===== src/rtl/acc_vec_mul_seq_pkg.sv =====
// Shared constants, element types and FSM state encoding for the sequential
// 16-lane vector multiply engine (acc_vec_mul_seq).
package acc_vec_mul_seq_pkg;

    localparam int N_LANES         = 16;
    localparam int IN_WIDTH        = 8;
    localparam int OUT_WIDTH       = 16;
    localparam int LANES_PER_CYCLE = 4;

    // Number of RUN cycles needed to sweep every lane once.
    localparam int NCHUNK  = N_LANES / LANES_PER_CYCLE;
    localparam int CHUNK_W = (NCHUNK > 1) ? $clog2(NCHUNK) : 1;
    localparam int LANE_W  = (N_LANES > 1) ? $clog2(N_LANES) : 1;

    typedef enum logic [1:0] {
        IDLE   = 2'd0,
        RUN    = 2'd1,
        COMMIT = 2'd2
    } acc_state_e;

    typedef logic [IN_WIDTH-1:0]  acc_in_t;
    typedef logic [OUT_WIDTH-1:0] acc_out_t;
    typedef logic [CHUNK_W-1:0]   chunk_t;
    typedef logic [LANE_W-1:0]    lane_idx_t;

    // Vector lane served by multiplier slot 'slot' while chunk 'chunk' is active.
    function automatic lane_idx_t lane_index(input chunk_t chunk, input int slot);
        return lane_idx_t'(int'(chunk) * LANES_PER_CYCLE + slot);
    endfunction

endpackage


===== src/rtl/acc_vec_mul_seq_if.sv =====
// Handshake and operand/result bus of acc_vec_mul_seq. The master side
// (register window / testbench) issues start/clear and operands; the slave
// side is the engine.
interface acc_vec_mul_seq_if;
    import acc_vec_mul_seq_pkg::*;

    logic                          start_i;
    logic                          clear_i;
    logic [N_LANES*IN_WIDTH-1:0]   acc_in_A_i;
    logic [N_LANES*IN_WIDTH-1:0]   acc_in_B_i;
    logic                          busy_o;
    logic                          done_o;
    logic [N_LANES*OUT_WIDTH-1:0]  acc_out_o;
    logic                          ovf_o;

    modport master (
        output start_i, clear_i, acc_in_A_i, acc_in_B_i,
        input  busy_o, done_o, acc_out_o, ovf_o
    );

    modport slave (
        input  start_i, clear_i, acc_in_A_i, acc_in_B_i,
        output busy_o, done_o, acc_out_o, ovf_o
    );

endinterface


===== src/rtl/acc_vec_mul_seq_lane_mul.sv =====
// One combinational lane of the vector engine: unsigned A*B, zero-extended to
// the result width. With ACC_ACCUM_EN defined the product is added to the
// lane's committed value, wrapping, and the carry-out is reported.
module acc_vec_mul_seq_lane_mul
    import acc_vec_mul_seq_pkg::*;
(
    input  acc_in_t  a,
    input  acc_in_t  b,
`ifdef ACC_ACCUM_EN
    input  acc_out_t addend,
    output logic     carry,
`endif
    output acc_out_t result
);

    acc_out_t product_s;

    // Both operands are widened first so the full 2*IN_WIDTH product is kept.
    assign product_s = acc_out_t'(a) * acc_out_t'(b);

`ifdef ACC_ACCUM_EN
    logic [OUT_WIDTH:0] sum_s;

    assign sum_s  = {1'b0, addend} + {1'b0, product_s};
    assign result = sum_s[OUT_WIDTH-1:0];
    assign carry  = sum_s[OUT_WIDTH];
`else
    assign result = product_s;
`endif

endmodule


===== src/rtl/acc_vec_mul_seq.sv =====
// Sequential vector multiply engine. Operands are snapshotted on an accepted
// start, LANES_PER_CYCLE lanes are computed per RUN cycle into a working
// vector, and the whole vector is copied to the visible result in one COMMIT
// cycle so readers never observe a partially updated vector.
// Optional feature macro: ACC_ACCUM_EN (accumulate into the committed result
// with a sticky overflow flag).
module acc_vec_mul_seq
    import acc_vec_mul_seq_pkg::*;
(
    input  logic             HCLK,
    input  logic             HRESETn,
    acc_vec_mul_seq_if.slave bus
);

    acc_state_e state_r;
    chunk_t     chunk_r;
    logic       busy_r;
    logic       done_r;

    acc_in_t    a_snap_r  [N_LANES];
    acc_in_t    b_snap_r  [N_LANES];
    acc_out_t   work_r    [N_LANES];
    acc_out_t   acc_out_r [N_LANES];

    lane_idx_t  lane_idx_s [LANES_PER_CYCLE];
    acc_in_t    lane_a_s   [LANES_PER_CYCLE];
    acc_in_t    lane_b_s   [LANES_PER_CYCLE];
    acc_out_t   lane_res_s [LANES_PER_CYCLE];

    logic [N_LANES*OUT_WIDTH-1:0] acc_out_flat_s;

    logic start_ok_s;
    logic clear_ok_s;
    logic last_chunk_s;

    // start and clear are only honoured while idle; both are dropped when busy.
    assign start_ok_s   = (state_r == IDLE) && bus.start_i;
    assign clear_ok_s   = (state_r == IDLE) && bus.clear_i;
    assign last_chunk_s = (chunk_r == chunk_t'(NCHUNK - 1));

`ifdef ACC_ACCUM_EN
    logic [LANES_PER_CYCLE-1:0] lane_carry_s;
    logic                       ovf_pend_r;
    logic                       ovf_r;
`endif

    // Multiplier slots, each steered to its lane of the active chunk.
    for (genvar g = 0; g < LANES_PER_CYCLE; g++) begin : g_lane
        assign lane_idx_s[g] = lane_index(chunk_r, g);
        assign lane_a_s[g]   = a_snap_r[lane_idx_s[g]];
        assign lane_b_s[g]   = b_snap_r[lane_idx_s[g]];

        acc_vec_mul_seq_lane_mul u_lane_mul (
            .a      (lane_a_s[g]),
            .b      (lane_b_s[g]),
`ifdef ACC_ACCUM_EN
            .addend (acc_out_r[lane_idx_s[g]]),
            .carry  (lane_carry_s[g]),
`endif
            .result (lane_res_s[g])
        );
    end

    // Control FSM: IDLE -> RUN on start, RUN sweeps the chunks, COMMIT publishes.
    always_ff @(posedge HCLK or negedge HRESETn) begin
        if (!HRESETn) begin
            state_r <= IDLE;
            chunk_r <= '0;
            busy_r  <= 1'b0;
            done_r  <= 1'b0;
        end else begin
            case (state_r)
                IDLE: begin
                    done_r <= 1'b0;
                    if (start_ok_s) begin
                        state_r <= RUN;
                        chunk_r <= '0;
                        busy_r  <= 1'b1;
                    end else begin
                        busy_r  <= 1'b0;
                    end
                end
                RUN: begin
                    if (last_chunk_s) begin
                        state_r <= COMMIT;
                        chunk_r <= '0;
                        done_r  <= 1'b1;
                    end else begin
                        chunk_r <= chunk_r + chunk_t'(1);
                    end
                end
                COMMIT: begin
                    state_r <= IDLE;
                    busy_r  <= 1'b0;
                    done_r  <= 1'b0;
                end
                default: begin
                    state_r <= IDLE;
                    chunk_r <= '0;
                    busy_r  <= 1'b0;
                    done_r  <= 1'b0;
                end
            endcase
        end
    end

    // Operand snapshot taken on the accepted start so later input changes are ignored.
    always_ff @(posedge HCLK or negedge HRESETn) begin
        if (!HRESETn) begin
            for (int i = 0; i < N_LANES; i++) begin
                a_snap_r[i] <= '0;
                b_snap_r[i] <= '0;
            end
        end else if (start_ok_s) begin
            for (int i = 0; i < N_LANES; i++) begin
                a_snap_r[i] <= bus.acc_in_A_i[i*IN_WIDTH +: IN_WIDTH];
                b_snap_r[i] <= bus.acc_in_B_i[i*IN_WIDTH +: IN_WIDTH];
            end
        end
    end

    // Working vector: the active chunk's lane results are written each RUN cycle.
    always_ff @(posedge HCLK or negedge HRESETn) begin
        if (!HRESETn) begin
            for (int i = 0; i < N_LANES; i++) begin
                work_r[i] <= '0;
            end
        end else if (state_r == RUN) begin
            for (int j = 0; j < LANES_PER_CYCLE; j++) begin
                work_r[lane_idx_s[j]] <= lane_res_s[j];
            end
        end
    end

`ifdef ACC_ACCUM_EN
    // Collects lane carries of the running operation until they are published at COMMIT.
    always_ff @(posedge HCLK or negedge HRESETn) begin
        if (!HRESETn) begin
            ovf_pend_r <= 1'b0;
        end else if (start_ok_s) begin
            ovf_pend_r <= 1'b0;
        end else if (state_r == RUN) begin
            ovf_pend_r <= ovf_pend_r | (|lane_carry_s);
        end
    end
`endif

    // Committed result: zeroed by clear, replaced as a whole vector at COMMIT.
    always_ff @(posedge HCLK or negedge HRESETn) begin
        if (!HRESETn) begin
            for (int i = 0; i < N_LANES; i++) begin
                acc_out_r[i] <= '0;
            end
`ifdef ACC_ACCUM_EN
            ovf_r <= 1'b0;
`endif
        end else if (clear_ok_s) begin
            for (int i = 0; i < N_LANES; i++) begin
                acc_out_r[i] <= '0;
            end
`ifdef ACC_ACCUM_EN
            ovf_r <= 1'b0;
`endif
        end else if (state_r == COMMIT) begin
            for (int i = 0; i < N_LANES; i++) begin
                acc_out_r[i] <= work_r[i];
            end
`ifdef ACC_ACCUM_EN
            ovf_r <= ovf_r | ovf_pend_r;
`endif
        end
    end

    // Flattens the committed lanes onto the result bus, lane i at bits [i*OUT_WIDTH +: OUT_WIDTH].
    always_comb begin
        acc_out_flat_s = '0;
        for (int i = 0; i < N_LANES; i++) begin
            acc_out_flat_s[i*OUT_WIDTH +: OUT_WIDTH] = acc_out_r[i];
        end
    end

    assign bus.busy_o    = busy_r;
    assign bus.done_o    = done_r;
    assign bus.acc_out_o = acc_out_flat_s;
`ifdef ACC_ACCUM_EN
    assign bus.ovf_o     = ovf_r;
`else
    assign bus.ovf_o     = 1'b0;
`endif

endmodule


===== src/flat_wrapper.sv =====
// flat-port wrapper written by rule: the top's interface ports become plain ports
module acc_vec_mul_seq_flat import acc_vec_mul_seq_pkg::*;
  (HCLK, HRESETn, bus_start_i, bus_clear_i, bus_acc_in_A_i, bus_acc_in_B_i, bus_busy_o, bus_done_o, bus_acc_out_o, bus_ovf_o);
  acc_vec_mul_seq_if bus_i ();
  input  logic HCLK;
  input  logic HRESETn;
  input wire logic [$bits(bus_i.start_i)-1:0] bus_start_i;
  input wire logic [$bits(bus_i.clear_i)-1:0] bus_clear_i;
  input wire logic [$bits(bus_i.acc_in_A_i)-1:0] bus_acc_in_A_i;
  input wire logic [$bits(bus_i.acc_in_B_i)-1:0] bus_acc_in_B_i;
  output wire logic [$bits(bus_i.busy_o)-1:0] bus_busy_o;
  output wire logic [$bits(bus_i.done_o)-1:0] bus_done_o;
  output wire logic [$bits(bus_i.acc_out_o)-1:0] bus_acc_out_o;
  output wire logic [$bits(bus_i.ovf_o)-1:0] bus_ovf_o;
  assign bus_i.start_i = bus_start_i;
  assign bus_i.clear_i = bus_clear_i;
  assign bus_i.acc_in_A_i = bus_acc_in_A_i;
  assign bus_i.acc_in_B_i = bus_acc_in_B_i;
  assign bus_busy_o = bus_i.busy_o;
  assign bus_done_o = bus_i.done_o;
  assign bus_acc_out_o = bus_i.acc_out_o;
  assign bus_ovf_o = bus_i.ovf_o;
  acc_vec_mul_seq u_core (.HCLK(HCLK), .HRESETn(HRESETn), .bus(bus_i));
endmodule

===== config.mk =====
export PLATFORM = sky130hd
export DESIGN_NAME = acc_vec_mul_seq_flat
export DESIGN_NICKNAME = d
export VERILOG_FILES = /design/src/rtl/acc_vec_mul_seq_pkg.sv /design/src/rtl/acc_vec_mul_seq_if.sv /design/src/rtl/acc_vec_mul_seq_lane_mul.sv /design/src/rtl/acc_vec_mul_seq.sv /design/src/flat_wrapper.sv
export SDC_FILE = /design/constraint.sdc
export NUM_CORES = 2
export LEC_CHECK = 0
export BUFFER_PORTS_ARGS = -buffer_cell sky130_fd_sc_hd__buf_2
export CORE_MARGIN = 1.5
export CORE_UTILIZATION = 40
export CTS_BUF_LIST = sky130_fd_sc_hd__clkbuf_4 sky130_fd_sc_hd__clkbuf_8 sky130_fd_sc_hd__clkbuf_16
export DETAILED_ROUTE_END_ITERATION = 10
export PLACE_DENSITY = 0.64
export SLEW_MARGIN = 10
export SYNTH_ARGS = -nofsm -noshare
export SYNTH_HDL_FRONTEND = slang
export SYNTH_SLANG_ARGS = --single-unit

===== constraint.sdc =====
create_clock -name HCLK -period 12 [get_ports HCLK]
set_input_delay 0 -clock HCLK [delete_from_list [all_inputs] [get_ports HCLK]]
set_output_delay 0 -clock HCLK [all_outputs]
set_load 0.05 [all_outputs]

==> impl_results.md <==
- FF/Latch Area: 19400 um2
- Chip Height: 314 um
- Filler cells: 8410
- Number of DRC markers after the initial detailed-route iteration: 2140
- CP Cell Sequence: buf_4 -> mux4_2 -> and2_1 -> fa_1 -> fa_1 -> fa_1 -> ha_1 -> ha_1 -> a21oi_1 -> nand3b_1 -> a21oi_1 -> a211oi_1 -> o21ai_1
- Die width: 314 um
- Primary flip-flop cell chosen by synthesis mapping: sky130_fd_sc_hd__dfrtp_1
- Antenna Nets Post-Route: 0
- Average detailed-routed wire length per instance: 20.5 um
- # rows: 113
- Final clock skew: 0.0335 ns
- All-layer global routing usage: 22.0%
- Setup repair after global routing missed its margin: false
- Vias per inst: 5.22
- Number of nets in the layout: 4458
- Initial antenna violation count: 14
- Placed wire-length estimate: 73300 um
- CTS Buffer Depth: 3
- Period minus WS final: 6.61 ns
- Worst-path fanout max: 36
- Synth Register Bits: 774
- Final global-route overflow total: 0
- Final worst-path cycle share: 55.1%
- Core ar.: 95300 um2
- Clock transition time at the flip-flop clock pins of the worst setup and hold paths: 0.06 ns
- Buf/Inv on CP: 1
- Post-Synthesis Cells: 3204
- Library cell appearing most often on the critical path: sky130_fd_sc_hd__fa_1
- Ys async rst share: 100%
- Run status: completed
- Family with the most delay on the worst path: adder cells
- Worst Path Class, Setup: reg -> reg
- Synth Cell Area: 38600 um2
- Commonest cells after routing, fill and taps aside: sky130_fd_sc_hd__dfrtp_1 (772), sky130_fd_sc_hd__buf_2 (516), sky130_fd_sc_hd__nand2_1 (416)
- Slew at the pin closest to its max-slew limit: 1.07 ns
- Post-Route Setup TNS: 0 ns
- Total of buffers placed on input and output ports: 517
- Global-route wire length before repair: 168000 um
- First-pass iteration count of the detailed router: 5
- Endpoint arrival time on the critical path: 7.12 ns
- Count of distinct cell types in the synthesized netlist: 56
- Critical path's largest stage delay: 0.84 ns
- Final Max Slew Viols: 0
- Via count of the first global-routing pass: 27900
- Type of the tightest min-delay check: in -> async
- Yosys synthesis warning count: 0
- Area enclosed by the die boundary: 98400 um2
- Tightest slew margin relative to the limit: 28.5%
- Setup slack after layout: 5.39 ns
- Fraction of the yosys area taken by sequential cells: 50.2%
- Layout overhead on the synthesized area: 23.9%
- Most common cell after layout, fill and taps aside: sky130_fd_sc_hd__dfrtp_1
- Count of final hold-check violations: 0
- TritonCTS clock tree: built
- Num ports: 519
- Critical-path cell with the highest stage delay: sky130_fd_sc_hd__dfrtp_4
- Worst-skew pair later-pin latency: 0.66 ns
- Effective utilization at floorplan: 40.5%
- Sort of element at the end of the critical path: flip-flop
- Drt drc: 0
- Post-Syn Area per Cell: 12.0 um2
- CTS Buf Count: 87
- Detailed-route via count: 27400
- Setup violation total in the final timing report: 0
- Largest net degree at the start of global routing: 146
- Post-cts repair resize count: 0
- Proportion of layout cells with a drive suffix above 1: 26.3%
- Aggregate routed wire length: 108000 um
- CTS H-Tree Depth: 3
- Buffer type at the clock tree root: sky130_fd_sc_hd__clkbuf_16
- Total of max-cap violations: 0
- CTS Sinks: 774
- Post-placement setup slack: 5.16 ns
- Count of flip-flops with a built-in enable after synthesis: 0
- Combined area of the multi-input logic cells: 17700 um2
- CP startpoint kind: flip-flop
- Net Count, Synth: 3756
- Placer congestion estimate: 0.810
- Maximum operating frequency: 151 MHz
- Crit path required time: 12.51 ns
[worst reg2reg max path: stages, from the launching register on]
cell and delay, ns:
sky130_fd_sc_hd__dfrtp_4 0.84, sky130_fd_sc_hd__buf_4 0.74, sky130_fd_sc_hd__mux4_2 0.74, sky130_fd_sc_hd__and2_1 0.22, sky130_fd_sc_hd__fa_1 0.52, sky130_fd_sc_hd__fa_1 0.45, sky130_fd_sc_hd__fa_1 0.41, sky130_fd_sc_hd__ha_1 0.31
sky130_fd_sc_hd__ha_1 0.37, sky130_fd_sc_hd__a21oi_1 0.74, sky130_fd_sc_hd__nand3b_1 0.22, sky130_fd_sc_hd__a21oi_1 0.08, sky130_fd_sc_hd__a211oi_1 0.67, sky130_fd_sc_hd__o21ai_1 0.14
[cell type report]
type	count	area share, %
inverter	194	1.52
clock buffer	116	5.20
antenna	17	0.0890
sequential	774	40.5
clock inverter	41	1.11
tap	1265	3.31
multi-input combinational	2050	37.0
timing repair buffer	799	11.2
[synth_stat cells (22+ instances only)]
master / count / area share [%]
sky130_fd_sc_hd__a21oi_1: 53 / 0.69
sky130_fd_sc_hd__a22o_1: 258 / 5.9
sky130_fd_sc_hd__and2_1: 219 / 3.5
sky130_fd_sc_hd__buf_1: 22 / 0.21
sky130_fd_sc_hd__buf_2: 52 / 0.67
sky130_fd_sc_hd__clkbuf_1: 95 / 0.92
sky130_fd_sc_hd__dfrtp_1: 774 / 50
sky130_fd_sc_hd__fa_1: 144 / 7.5
sky130_fd_sc_hd__ha_1: 148 / 4.8
sky130_fd_sc_hd__inv_1: 193 / 1.9
sky130_fd_sc_hd__mux2_2: 256 / 7.5
sky130_fd_sc_hd__mux4_2: 64 / 3.7
sky130_fd_sc_hd__nand2_1: 419 / 4.1
sky130_fd_sc_hd__nand3_1: 39 / 0.51
sky130_fd_sc_hd__nor2_1: 30 / 0.29
sky130_fd_sc_hd__o21ai_0: 154 / 2.0
sky130_fd_sc_hd__o311ai_1: 28 / 0.64
[kinds of logic after synthesis]
logic type	after synthesis	share of synthesized area, %
simple gates	786	9.71
flops	774	50.2
compound gates	617	11.8
buf+inv	380	4.09
mux	320	11.2
fa+ha+maj	292	12.3
xor+xnor	34	0.772
other cells	1	0.00972
[sequential cells by signal (all words and copies together), names as in the netlist]
register and cells:
u_core.bus.busy_o 1, u_core.bus.acc_out_o 256, u_core.bus.done_o 1, u_core.b_snap_r 128, u_core.state_r 2, u_core.a_snap_r 128
u_core.chunk_r 2, u_core.work_r 256
[stage by stage]
| step | cells | hold slack, ns | instance area [um2] | util (%) |
|---|---|---|---|---|
| floorplan | 3204 | -0.296 | 38600 | - |
| global placement | 4824 | 0.136 | 42200 | 44.3 |
| detailed placement | 4824 | 0.138 | 42200 | 44.3 |
| CTS | 5239 | 0.00181 | 47800 | 50.1 |
| global route | 5253 | 0.0658 | 47800 | 50.2 |
| finish | 5256 | 0.0120 | 47800 | 50.2 |
[per-layer routing]
| metal | vias to the layer above | wire [um] | global-route usage (%) |
|---|---|---|---|
| met5 | - | 0 | 0 |
| met4 | 0 | 2180 | 6.18 |
| met3 | 128 | 5310 | 3.40 |
| met2 | 729 | 48300 | 33.1 |
| met1 | 14000 | 52000 | 32.8 |
| li1 | 12600 | - | - |
[final timing paths]
check,startpoint,endpoint,slack (ns),cells past startpoint
max in group asynchronous,HRESETn,u_core.work_r[243],8.81,5
min reg2reg,u_core.work_r[58],u_core.bus.acc_out_o[202],0.47,1
max,u_core.chunk_r[0],u_core.work_r[255],5.39,13
max reg2reg,u_core.chunk_r[0],u_core.work_r[255],5.39,13
min in group HCLK,bus_acc_in_B_i[96],u_core.b_snap_r[24],0.09,3
min,HRESETn,u_core.bus.acc_out_o[98],0.01,2
[repair_timing]
item,in CTS,in global routing
endpoints found under the hold margin,370,0
setup buffers,0,0
hold buffers,258,0
setup endpoints to repair,0,0
Power is not shown: default switching activity piles up to over one toggle a cycle in this logic, so the estimate is an artifact.
